--- config.mk ---
export PLATFORM = sky130hd
export DESIGN_NAME = id_ex_stage
export DESIGN_NICKNAME = d
export VERILOG_FILES = /design/src/rtl/riscv_pkg.sv /design/src/rtl/fwd_mux.sv /design/src/rtl/id_ex_stage.sv
export SDC_FILE = /design/constraint.sdc
export NUM_CORES = 1
export LEC_CHECK = 0
export BUFFER_PORTS_ARGS = -buffer_cell sky130_fd_sc_hd__clkbuf_2
export CORE_MARGIN = 2
export CORE_UTILIZATION = 50
export DETAILED_ROUTE_END_ITERATION = 8
export PLACE_DENSITY_LB_ADDON = 0.08
export SYNTH_ARGS = -nofsm -noshare
export SYNTH_HDL_FRONTEND = slang
export SYNTH_SLANG_ARGS = --single-unit
--- constraint.sdc ---
create_clock -name clk_in -period 2.55 [get_ports clk_in]
set_clock_uncertainty 0.1 [all_clocks]
set_input_delay 0.1275 -clock clk_in [delete_from_list [all_inputs] [get_ports clk_in]]
set_output_delay 0.1275 -clock clk_in [all_outputs]
set_load 0.02 [all_outputs]
--- src/rtl/riscv_pkg.sv ---
// Shared RV32I definitions: datapath width, ALU opcode width, funct3 encodings
// and the helper that forms the 4-bit ALU opcode {alt, funct3}.
package riscv_pkg;

  localparam int unsigned XLEN     = 32;
  localparam int unsigned ALU_OP_W = 4;
  localparam int unsigned REG_AW   = 5;
  localparam int unsigned FUNCT3_W = 3;

  localparam logic [FUNCT3_W-1:0] FUNCT3_ADD  = 3'b000;
  localparam logic [FUNCT3_W-1:0] FUNCT3_SLL  = 3'b001;
  localparam logic [FUNCT3_W-1:0] FUNCT3_SLT  = 3'b010;
  localparam logic [FUNCT3_W-1:0] FUNCT3_SLTU = 3'b011;
  localparam logic [FUNCT3_W-1:0] FUNCT3_XOR  = 3'b100;
  localparam logic [FUNCT3_W-1:0] FUNCT3_SRL  = 3'b101;
  localparam logic [FUNCT3_W-1:0] FUNCT3_OR   = 3'b110;
  localparam logic [FUNCT3_W-1:0] FUNCT3_AND  = 3'b111;

  // Bit 3 selects SUB/SRA. OP-IMM only honours it for SRAI, since ADDI
  // carries immediate bits in position 30 and must never subtract.
  function automatic logic [ALU_OP_W-1:0] alu_opcode(
    input logic [FUNCT3_W-1:0] funct3,
    input logic                funct7b5,
    input logic                use_imm
  );
    logic alt;
    if (use_imm) begin
      alt = funct7b5 && (funct3 == FUNCT3_SRL);
    end else begin
      alt = funct7b5 && ((funct3 == FUNCT3_ADD) || (funct3 == FUNCT3_SRL));
    end
    return {alt, funct3};
  endfunction

endpackage

--- src/rtl/fwd_mux.sv ---
// Source operand select with writeback bypass.
// Ports: i-side rs address/data, writeback enable/address/data; o-side the
// operand (x0 reads as zero, a matching writeback overrides the read data).
module fwd_mux
  import riscv_pkg::*;
(
  input  logic [REG_AW-1:0] rs_addr_in,
  input  logic [XLEN-1:0]   rs_data_in,
  input  logic              wb_wr_en_in,
  input  logic [REG_AW-1:0] wb_rd_addr_in,
  input  logic [XLEN-1:0]   wb_data_in,
  output logic [XLEN-1:0]   op_c_out
);

  logic w_is_x0;
  logic w_hit;

  assign w_is_x0 = (rs_addr_in == REG_AW'(0));
  assign w_hit   = wb_wr_en_in && (wb_rd_addr_in == rs_addr_in);

  always_comb begin
    op_c_out = rs_data_in;
    if (w_is_x0) begin
      op_c_out = '0;
    end else if (w_hit) begin
      op_c_out = wb_data_in;
    end
  end

endmodule

--- src/rtl/id_ex_stage.sv ---
// Decode-to-execute pipeline register. Accepts a decoded instruction under a
// valid/ready handshake, bypasses the writeback port into the source operands
// (both when loading and while stalled), and presents registered ALU operands,
// opcode and destination info to execute. Supports stall and flush.
// Ports: clk_in/reset_in (sync, active high); id_* decoder side with
// id_ready_out; wb_* writeback bypass; flush_in; ex_ready_in and the
// registered ex_valid_out, op_1_out, op_2_out, opcode_out, rd_addr_out,
// rd_wr_out toward execute.
module id_ex_stage
  import riscv_pkg::*;
(
  input  logic                clk_in,
  input  logic                reset_in,
  input  logic                id_valid_in,
  output logic                id_ready_out,
  input  logic [REG_AW-1:0]   id_rs1_addr_in,
  input  logic [REG_AW-1:0]   id_rs2_addr_in,
  input  logic [XLEN-1:0]     id_rs1_data_in,
  input  logic [XLEN-1:0]     id_rs2_data_in,
  input  logic [XLEN-1:0]     id_imm_in,
  input  logic                id_use_imm_in,
  input  logic [FUNCT3_W-1:0] id_funct3_in,
  input  logic                id_funct7b5_in,
  input  logic [REG_AW-1:0]   id_rd_addr_in,
  input  logic                id_rd_wr_in,
  input  logic                wb_wr_en_in,
  input  logic [REG_AW-1:0]   wb_rd_addr_in,
  input  logic [XLEN-1:0]     wb_data_in,
  input  logic                flush_in,
  input  logic                ex_ready_in,
  output logic                ex_valid_out,
  output logic [XLEN-1:0]     op_1_out,
  output logic [XLEN-1:0]     op_2_out,
  output logic [ALU_OP_W-1:0] opcode_out,
  output logic [REG_AW-1:0]   rd_addr_out,
  output logic                rd_wr_out
);

  logic                r_ex_valid;
  logic [XLEN-1:0]     r_op_1;
  logic [XLEN-1:0]     r_op_2;
  logic [ALU_OP_W-1:0] r_opcode;
  logic [REG_AW-1:0]   r_rd_addr;
  logic                r_rd_wr;
  logic [REG_AW-1:0]   r_rs1_addr;
  logic [REG_AW-1:0]   r_rs2_addr;
  logic                r_use_imm;

  logic                w_id_ready;
  logic                w_load;
  logic [REG_AW-1:0]   w_rs1_addr;
  logic [REG_AW-1:0]   w_rs2_addr;
  logic [XLEN-1:0]     w_rs1_data;
  logic [XLEN-1:0]     w_rs2_data;
  logic [XLEN-1:0]     w_op_1;
  logic [XLEN-1:0]     w_op_2;

  assign w_id_ready = !r_ex_valid || ex_ready_in;
  assign w_load     = id_valid_in && w_id_ready;

  // One bypass mux per operand: fed from the decoder when loading, from the
  // held operand when refreshing a stalled instruction.
  assign w_rs1_addr = w_load ? id_rs1_addr_in : r_rs1_addr;
  assign w_rs2_addr = w_load ? id_rs2_addr_in : r_rs2_addr;
  assign w_rs1_data = w_load ? id_rs1_data_in : r_op_1;
  assign w_rs2_data = w_load ? id_rs2_data_in : r_op_2;

  fwd_mux u_fwd_rs1 (
    .rs_addr_in    (w_rs1_addr),
    .rs_data_in    (w_rs1_data),
    .wb_wr_en_in   (wb_wr_en_in),
    .wb_rd_addr_in (wb_rd_addr_in),
    .wb_data_in    (wb_data_in),
    .op_c_out      (w_op_1)
  );

  fwd_mux u_fwd_rs2 (
    .rs_addr_in    (w_rs2_addr),
    .rs_data_in    (w_rs2_data),
    .wb_wr_en_in   (wb_wr_en_in),
    .wb_rd_addr_in (wb_rd_addr_in),
    .wb_data_in    (wb_data_in),
    .op_c_out      (w_op_2)
  );

  // Pipeline register: reset > flush > load > consume > refresh > hold.
  always_ff @(posedge clk_in) begin
    if (reset_in) begin
      r_ex_valid <= 1'b0;
      r_op_1     <= '0;
      r_op_2     <= '0;
      r_opcode   <= '0;
      r_rd_addr  <= '0;
      r_rd_wr    <= 1'b0;
      r_rs1_addr <= '0;
      r_rs2_addr <= '0;
      r_use_imm  <= 1'b0;
    end else if (flush_in) begin
      r_ex_valid <= 1'b0;
    end else if (w_load) begin
      r_ex_valid <= 1'b1;
      r_op_1     <= w_op_1;
      r_op_2     <= id_use_imm_in ? id_imm_in : w_op_2;
      r_opcode   <= alu_opcode(id_funct3_in, id_funct7b5_in, id_use_imm_in);
      r_rd_addr  <= id_rd_addr_in;
      r_rd_wr    <= id_rd_wr_in && (id_rd_addr_in != REG_AW'(0));
      r_rs1_addr <= id_rs1_addr_in;
      r_rs2_addr <= id_rs2_addr_in;
      r_use_imm  <= id_use_imm_in;
    end else if (r_ex_valid && ex_ready_in) begin
      r_ex_valid <= 1'b0;
    end else if (r_ex_valid) begin
      // Stalled: pick up results written back after the operands were read.
      r_op_1 <= w_op_1;
      if (!r_use_imm) begin
        r_op_2 <= w_op_2;
      end
    end
  end

  assign id_ready_out = w_id_ready;
  assign ex_valid_out = r_ex_valid;
  assign op_1_out     = r_op_1;
  assign op_2_out     = r_op_2;
  assign opcode_out   = r_opcode;
  assign rd_addr_out  = r_rd_addr;
  assign rd_wr_out    = r_rd_wr;

endmodule
# Yosys cells after proc, flatten, opt, wreduce, memory -nomap -nowiden
# Cells that the tools add are included.
dict set report word_totals {
  reg_bits 86
  latchBits 0
  ram_bits 0
  rom_bits 0
  in_bits 160
  output_inout_bits 76
  wordCells 54
  mem_count 0
}
dict set report op_classes {
  add_sub_neg 0
  n_mul 0
  n_div 0
  n_lt_le_gt_ge 0
  eq_ne 5
  n_shift 0
  muxes 19
  n_bitwise 1
  reduce_logical 20
}
# op count
set ops {}
lappend ops {{2-to-1 mux 32 bit} 14}
lappend ops {{equality test 5 bit} 2}
lappend ops {{zero test 5 bit} 2}
lappend ops {{2-to-1 mux 5 bit} 2}
lappend ops {{logical AND 1 bit} 7}
lappend ops {{nonzero test 5 bit} 1}
lappend ops {{AND reduction 4 bit} 1}
lappend ops {{nonzero test 2 bit} 2}
lappend ops {{equality test 3 bit, second input constant} 1}
lappend ops {{zero test 3 bit} 1}
lappend ops {{2-to-1 mux 1 bit} 3}
lappend ops {{AND reduction 3 bit} 1}
lappend ops {{logical OR 1 bit} 2}
lappend ops {{inequality test 2 x 1 -> 1 bit, second input constant} 1}
lappend ops {{inequality test 2 bit, second input constant} 1}
lappend ops {{AND reduction 2 bit} 1}
lappend ops {{OR reduction 2 bit} 1}
lappend ops {{zero test 1 bit} 1}
lappend ops {{inverter 1 bit} 1}

# Depth between registers and ports, before layout
dict set report depth {
  depth_word 12
  depth_mapped 10
  ltp_nobuf 7
}

# Hierarchy
# From an unflattened synthesis, not the netlist that was laid out.
dict set report hier_totals {
  cells_unflattened 714
  hier_area_um2 5647.9
}
# mod instances cells_per_inst area_per_inst_um2 seq_area_each_um2
set by_module_without_submodules {}
lappend by_module_without_submodules {id_ex_stage 1 468 4356.7 1721.7}
lappend by_module_without_submodules {fwd_mux 2 123 645.6 0.0}

# Worst setup path before layout
# No wires, ideal clock.
dict set report synth_timing {
  path_type {register -> register}
  start {register r_ex_valid, in the netlist ex_valid_out}
  end {register r_op_1[10], in the netlist op_1_out[10]}
  setup_time_ns 0.079
  arrival_time_ns 2.190
  required_ns 2.371
  path_slack_ns 0.182
  path_stages_with_launch 11
  path_buffers 4
  synth_period_minus_slack_ns 2.368
  path_cell_list {dfxtp_1 > nor2b_4 > buf_6 > o21ai_1 > and3_1 > or3_1 > buf_2 > or3_1 > buf_6 > buf_12 > o221ai_2}
}
dict set report synth_between {
  elab_chain_cells 11
  elab_cells_between_ends 17
  classes_between {eq/ne (2); mux (7); reduce/logical (8)}
}
# item line
set synth_rtl {}
lappend synth_rtl {{from (decl)} id_ex_stage.sv:39} ;# logic r_ex_valid;
lappend synth_rtl {{from (signal assigned)} id_ex_stage.sv:89} ;# r_ex_valid <= 1'b0;
lappend synth_rtl {{from (signal assigned)} id_ex_stage.sv:99} ;# r_ex_valid <= 1'b0;
lappend synth_rtl {{from (signal assigned)} id_ex_stage.sv:101} ;# r_ex_valid <= 1'b1;
lappend synth_rtl {{zero test 1 bit} id_ex_stage.sv:58} ;# assign w_id_ready = !r_ex_valid || ex_ready_in;
lappend synth_rtl {{logical OR 1 bit} id_ex_stage.sv:58}
lappend synth_rtl {{logical AND 1 bit} id_ex_stage.sv:59} ;# assign w_load = id_valid_in && w_id_ready;
lappend synth_rtl {{2-to-1 mux 5 bit} -}
lappend synth_rtl {{equality test 5 bit} fwd_mux.sv:19} ;# assign w_hit = wb_wr_en_in && (wb_rd_addr_in == rs_addr_in);
lappend synth_rtl {{logical AND 1 bit} fwd_mux.sv:19}
lappend synth_rtl {{2-to-1 mux 32 bit} fwd_mux.sv:25} ;# end else if (w_hit) begin
lappend synth_rtl {{2-to-1 mux 32 bit} fwd_mux.sv:23} ;# if (w_is_x0) begin
lappend synth_rtl {{2-to-1 mux 32 bit} id_ex_stage.sv:112} ;# end else if (r_ex_valid) begin
lappend synth_rtl {{2-to-1 mux 32 bit} id_ex_stage.sv:110} ;# end else if (r_ex_valid && ex_ready_in) begin
lappend synth_rtl {{2-to-1 mux 32 bit} id_ex_stage.sv:100} ;# end else if (w_load) begin
lappend synth_rtl {{to (signal assigned)} id_ex_stage.sv:102} ;# r_op_1 <= w_op_1;
lappend synth_rtl {{to (signal assigned)} id_ex_stage.sv:114} ;# r_op_1 <= w_op_1;
lappend synth_rtl {{to (decl)} id_ex_stage.sv:40} ;# logic [XLEN-1:0] r_op_1;
# Parallel ways exist; a longest one is shown, timed or not. The select of a mux whose other input is x is not followed.
# A chain may end at the register's enable or synchronous reset.

# Final worst setup path
dict set report layout_timing {
  start {input port id_rs2_addr_in[0]}
  end {register r_op_2[24], in the netlist op_2_out[24]}
}
dict set report layout_between {
  elab_chain_cells 9
  elab_cells_between_ends 11
  classes_between {eq/ne (1); mux (8); reduce/logical (2)}
}
# item line
set layout_rtl {}
lappend layout_rtl {{from (decl)} id_ex_stage.sv:17} ;# input logic [REG_AW-1:0] id_rs2_addr_in,
lappend layout_rtl {{2-to-1 mux 5 bit *} -}
lappend layout_rtl {{equality test 5 bit} fwd_mux.sv:19}
lappend layout_rtl {{logical AND 1 bit} fwd_mux.sv:19}
lappend layout_rtl {{2-to-1 mux 32 bit} fwd_mux.sv:25}
lappend layout_rtl {{2-to-1 mux 32 bit *} fwd_mux.sv:23}
lappend layout_rtl {{2-to-1 mux 32 bit} id_ex_stage.sv:115} ;# if (!r_use_imm) begin
lappend layout_rtl {{2-to-1 mux 32 bit} id_ex_stage.sv:112}
lappend layout_rtl {{2-to-1 mux 32 bit} id_ex_stage.sv:110}
lappend layout_rtl {{2-to-1 mux 32 bit *} id_ex_stage.sv:100}
lappend layout_rtl {{to (signal assigned)} id_ex_stage.sv:103} ;# r_op_2 <= id_use_imm_in ? id_imm_in : w_op_2;
lappend layout_rtl {{to (signal assigned)} id_ex_stage.sv:116} ;# r_op_2 <= w_op_2;
lappend layout_rtl {{to (decl)} id_ex_stage.sv:41} ;# logic [XLEN-1:0] r_op_2;
# Mark *: on every way between the ends. The rest lies on a longest branch, timed or not. The select of a mux whose other input is x is not followed.

==> impl_summary.md <==
Clocking
The deepest clock path buffer count is 2. Clock tree synthesis inserted a total of 9 buffers. The clock sink count is 86. The clock-pin slew of the registers on the worst-case setup and hold paths is roughly 0.07 ns. The number of H-tree branching levels is 3.

The root buffer cell is sky130_fd_sc_hd__clkbuf_16. TritonCTS built the clock tree. The latest clock arrival within the worst-skew pair is around 0.34 ns.

Routing
The number of DRC markers in iteration 0 is roughly 830. The post-route DRC violation count is 0. The detailed-router iteration count before antenna repair is 6. The via count is ~7000.

The total wire length after detailed routing is 23100 um. The count of nets left with antenna violations once routing finished came out at 0. After detailed routing, the number of vias per cell comes to about 6.1. The average wire length per cell after detail routing is 19.38 um.

Global routing
The sum of overflow across all layers after global routing is 0. The met1 track demand over resource in global routing is 40.82%. The first global-routing pass estimated 34570 um of wire.

The global-route usage over all layers is ~33%. The largest net degree at the start of global routing is 79. Global routing consumed, on the met2 layer, 54.97% of the routing resources. The initial antenna violation count is 1. The global routing stage identified its most utilized layer as met2. The via count of the first global-routing pass is between 6000 and 7000.

The met3 layer usage reported by global route is 7.427%.

Synth
The synthesized netlist devotes 39.47% of its cell area to compound gates. The commonest cells after synthesis are 106 x sky130_fd_sc_hd__nand2_1, 86 x sky130_fd_sc_hd__dfxtp_1, 69 x sky130_fd_sc_hd__clkbuf_1, 68 x sky130_fd_sc_hd__o21ai_0, 67 x sky130_fd_sc_hd__inv_1. The synthesized netlist devotes between 10% and 20% of its cell area to simple gates. The largest area contributor in the netlist is sky130_fd_sc_hd__dfxtp_1.

Averaged over all synthesized cells, the footprint is 7.873 um^2. The xor/xnor cell area share of the yosys netlist is less than 1%. The area fraction of the dominant cell type after synthesis is 27.47%. The number of warnings printed during yosys synthesis is 0. Counting flops and latches in the post-synthesis netlist gives between 80 and 90.

The prevailing post-synth register cell is sky130_fd_sc_hd__dfxtp_1. The post-synthesis adder-cell area fraction is 0%. By area, the combinational part of the netlist is dominated by compound AO/OA/AOI/OAI gates. The synthesized netlist cell count is approximately 800. Yosys mapped the design onto 47 distinct sky130hd cell types. The share of async-settable or async-resettable flops after synthesis is 0%. Yosys attributes the largest share of cell area to sky130_fd_sc_hd__dfxtp_1 27%, sky130_fd_sc_hd__o31ai_1 7.7%, sky130_fd_sc_hd__o221ai_2 7.2%. The number of flops mapped to enable cells by yosys is 0. The most frequent cell after synthesis is sky130_fd_sc_hd__nand2_1.

The area of the mapped netlist is 0.006267 mm^2. The synthesized net count is about 960. The sequential share of the synthesized area is 27.47%.

Of the post-synthesis cell area, the part taken by muxes is less than 1%.

Timing
The worst slew margin relative to its limit is between 40% and 50%. The total count of hold-check failures in the final report was 0. The number of pins exceeding their max-slew limit in the final report is 0.

Subtracting the final worst setup slack from the clock period gives 2.498 ns. After layout, the worst setup slack is 0.05206 ns. The pin slew with the least headroom to its limit is ~0.76 ns. Setup repair after global routing could not meet its margin everywhere. Derived from the worst setup path, the maximum achievable clock frequency is roughly 400 MHz. The number of setup violations in the final report is 0. The ratio of final minimum period to clock period is between 90% and 100%.

Worst hold path
The type of the worst min-delay path is in -> reg.

Power and ir drop
The power per cell area is between 500 and 600 mW/mm^2. Across the VDD grid, the largest voltage drop is roughly 0.36 mV. The share of total power dissipated in sequential elements is roughly 36%. The sum of internal, switching and leakage power is between 4 and 5 mW.

The internal power component is approximately 2.8 mW. Per report_power, the combinational group accounts for between 20 and 30% of the total. The clock network accounts for about a third of the total power. The static leakage is 3.365 nW. The switching power share of the total is roughly a third. In this run the power spent charging and discharging nets is 1.397 mW.

Floorplanning
In this run the vertical extent of the chip is between 100 and 150 um. The floorplan step defined a die boundary enclosing approximately 0.013 mm^2. The die is 116.0 um wide.

The area of the core is 0.01211 mm^2. The placement row count is 40. The starting utilization of the core area is roughly half.

around 240 I/O pins were placed.

Final layout
The final-layout fill cell count is approximately 1100. The net count of the finished layout is between 1000 and 1500. The fraction of final layout cells sized beyond drive strength 1 is between 30 and 40%.

The number of antenna diodes in the final layout is 0. The core occupancy in the finished layout is about two thirds. The signed area change from the synthesized netlist to the final layout is 32.06%.

Worst setup path
Together, buffers and inverters on the worst path number 4. The critical path goes through dlygate4sd3_1 -> clkbuf_2 -> or2_2 -> a2111oi_0 -> buf_4 -> nor2_4 -> or3_2 -> buf_4 -> o211ai_1. The type of the worst setup path is in -> reg. The worst setup path is launched from an input pin.

On the critical path the largest part of the delay comes from buffers and inverters. The required time of the worst setup path is 2.71 ns. The worst setup path is captured at a flop. The cell with the biggest individual delay on the critical path is sky130_fd_sc_hd__dlygate4sd3_1.

The worst stage delay on the critical path is 0.56 ns. The most frequent cell on the critical path is sky130_fd_sc_hd__buf_4. At the worst endpoint, the arrival time is between 2 and 3 ns. Along the worst path, the maximum fanout reaches 17.

Place
At the end of routability-driven placement, the weighted congestion stood at 0.9095. The half-perimeter wire length after detailed placement is roughly 16000 um. Input and output buffers added on the ports amount to around 240. OpenSTA, run right after detailed placement, puts the worst setup slack at ~0.057 ns.

Run
The max-capacitance violation count is 0.

Status
The run finished with clean final reports.
==> power groups by stage <==
stage / Sequential, mW / Combinational, mW / Clock (mW)
3_5_place_dp: 1.53 / 1.12 / 0
6_report: 1.51 / 1.19 / 1.47
4_1_cts: 1.51 / 1.16 / 1.48
3_3_place_gp: 1.53 / 1.09 / 0
5_1_grt: 1.51 / 1.28 / 1.54
2_1_floorplan: 1.62 / 0.581 / 0
==> what timing repair did <==
item	4_1_cts	5_1_grt
setup endpoints to repair	0	46
buffers inserted	0	2
gates resized for setup	0	2
hold buffers	33	0
hold endpoints to repair	33	0
==> final cells by class <==
cell class / count / area, um^2 / area share [%]
inverter: 69 / 259.0 / 3.129
clock inverter: 5 / 82.58 / 0.9977
sequential: 86 / 1722 / 20.80
tap: 168 / 210.2 / 2.540
multi-input combinational: 552 / 3916 / 47.32
clock buffer: 11 / 242.7 / 2.933
timing repair buffer: 301 / 1844 / 22.28
==> logic make-up (layout without fill, tap and decap cells) <==
kind of cell | count (synthesis) | count (layout)
compound gates | 302 | 303
simple gates | 238 | 238
flops | 86 | 86
buf+inv | 159 | 386
mux | 4 | 4
xor+xnor | 7 | 7
==> worst register-to-register path: stages (launching register included) <==
cell                       delay (ns)
sky130_fd_sc_hd__dfxtp_1         0.32
sky130_fd_sc_hd__or4_1           0.56
sky130_fd_sc_hd__o21ai_1         0.46
sky130_fd_sc_hd__a211oi_4        0.22
sky130_fd_sc_hd__buf_12          0.22
sky130_fd_sc_hd__and3_1          0.23
sky130_fd_sc_hd__o31ai_1         0.09
sky130_fd_sc_hd__o221ai_2        0.14
==> metrics by stage <==
step	TNS (ns)	std cells	cell area, um^2	hold slack [ns]
after floorplan	0	796	6267	0.1635
after global placement	0	1140	7586	0.2695
after detailed placement	0	1140	7586	0.2796
after CTS	0	1189	8242	0.000003747
after global routing	-0.008507	1192	8277	0.001627
final	0	1192	8277	0.002784
==> final timing paths <==
path         cells after the start        endpoint              start  slack [ns]
max                              9    op_2_out[24]  id_rs2_addr_in[0]        0.05
min reg2reg                      2  rd_addr_out[4]     rd_addr_out[4]        0.36
max reg2reg                      7    op_1_out[29]      r_rs1_addr[4]        0.08
min                              3    op_1_out[11]     wb_data_in[11]       0.003
==> sequential cells by signal (all words and copies together) (netlist names) <==
register	cells
opcode_out	4
r_use_imm	1
rd_addr_out	5
ex_valid_out	1
r_rs1_addr	5
op_2_out	32
rd_wr_out	1
r_rs2_addr	5
op_1_out	32
==> layout by cell type, fill, tap and decap left out, types with 3 or more instances in the layout <==
cell and instances:
sky130_fd_sc_hd__o221ai_2 30, sky130_fd_sc_hd__o31ai_1 64, sky130_fd_sc_hd__buf_12 7, sky130_fd_sc_hd__or4b_1 6
sky130_fd_sc_hd__a21oi_1 26, sky130_fd_sc_hd__clkbuf_16 9, sky130_fd_sc_hd__mux2i_1 3, sky130_fd_sc_hd__or4_1 3
sky130_fd_sc_hd__o211ai_1 17, sky130_fd_sc_hd__o211ai_2 19, sky130_fd_sc_hd__buf_4 27, sky130_fd_sc_hd__a2111oi_0 33
sky130_fd_sc_hd__and2_1 3, sky130_fd_sc_hd__clkbuf_2 234, sky130_fd_sc_hd__inv_1 67, sky130_fd_sc_hd__nor2_1 41
sky130_fd_sc_hd__o21ai_0 67, sky130_fd_sc_hd__nor3_1 5, sky130_fd_sc_hd__xor2_1 4, sky130_fd_sc_hd__or4b_2 26
sky130_fd_sc_hd__dfxtp_1 86, sky130_fd_sc_hd__nand2_1 106, sky130_fd_sc_hd__dlygate4sd3_1 33, sky130_fd_sc_hd__and3_1 35
sky130_fd_sc_hd__a211o_1 33
==> layer usage <==
metal,routed length (um),up-vias
met2,10900,400
met5,17,-
met1,9389,3351
li1,-,3394
met3,2066,67
met4,723,2
(Power assumes the default switching activity.)
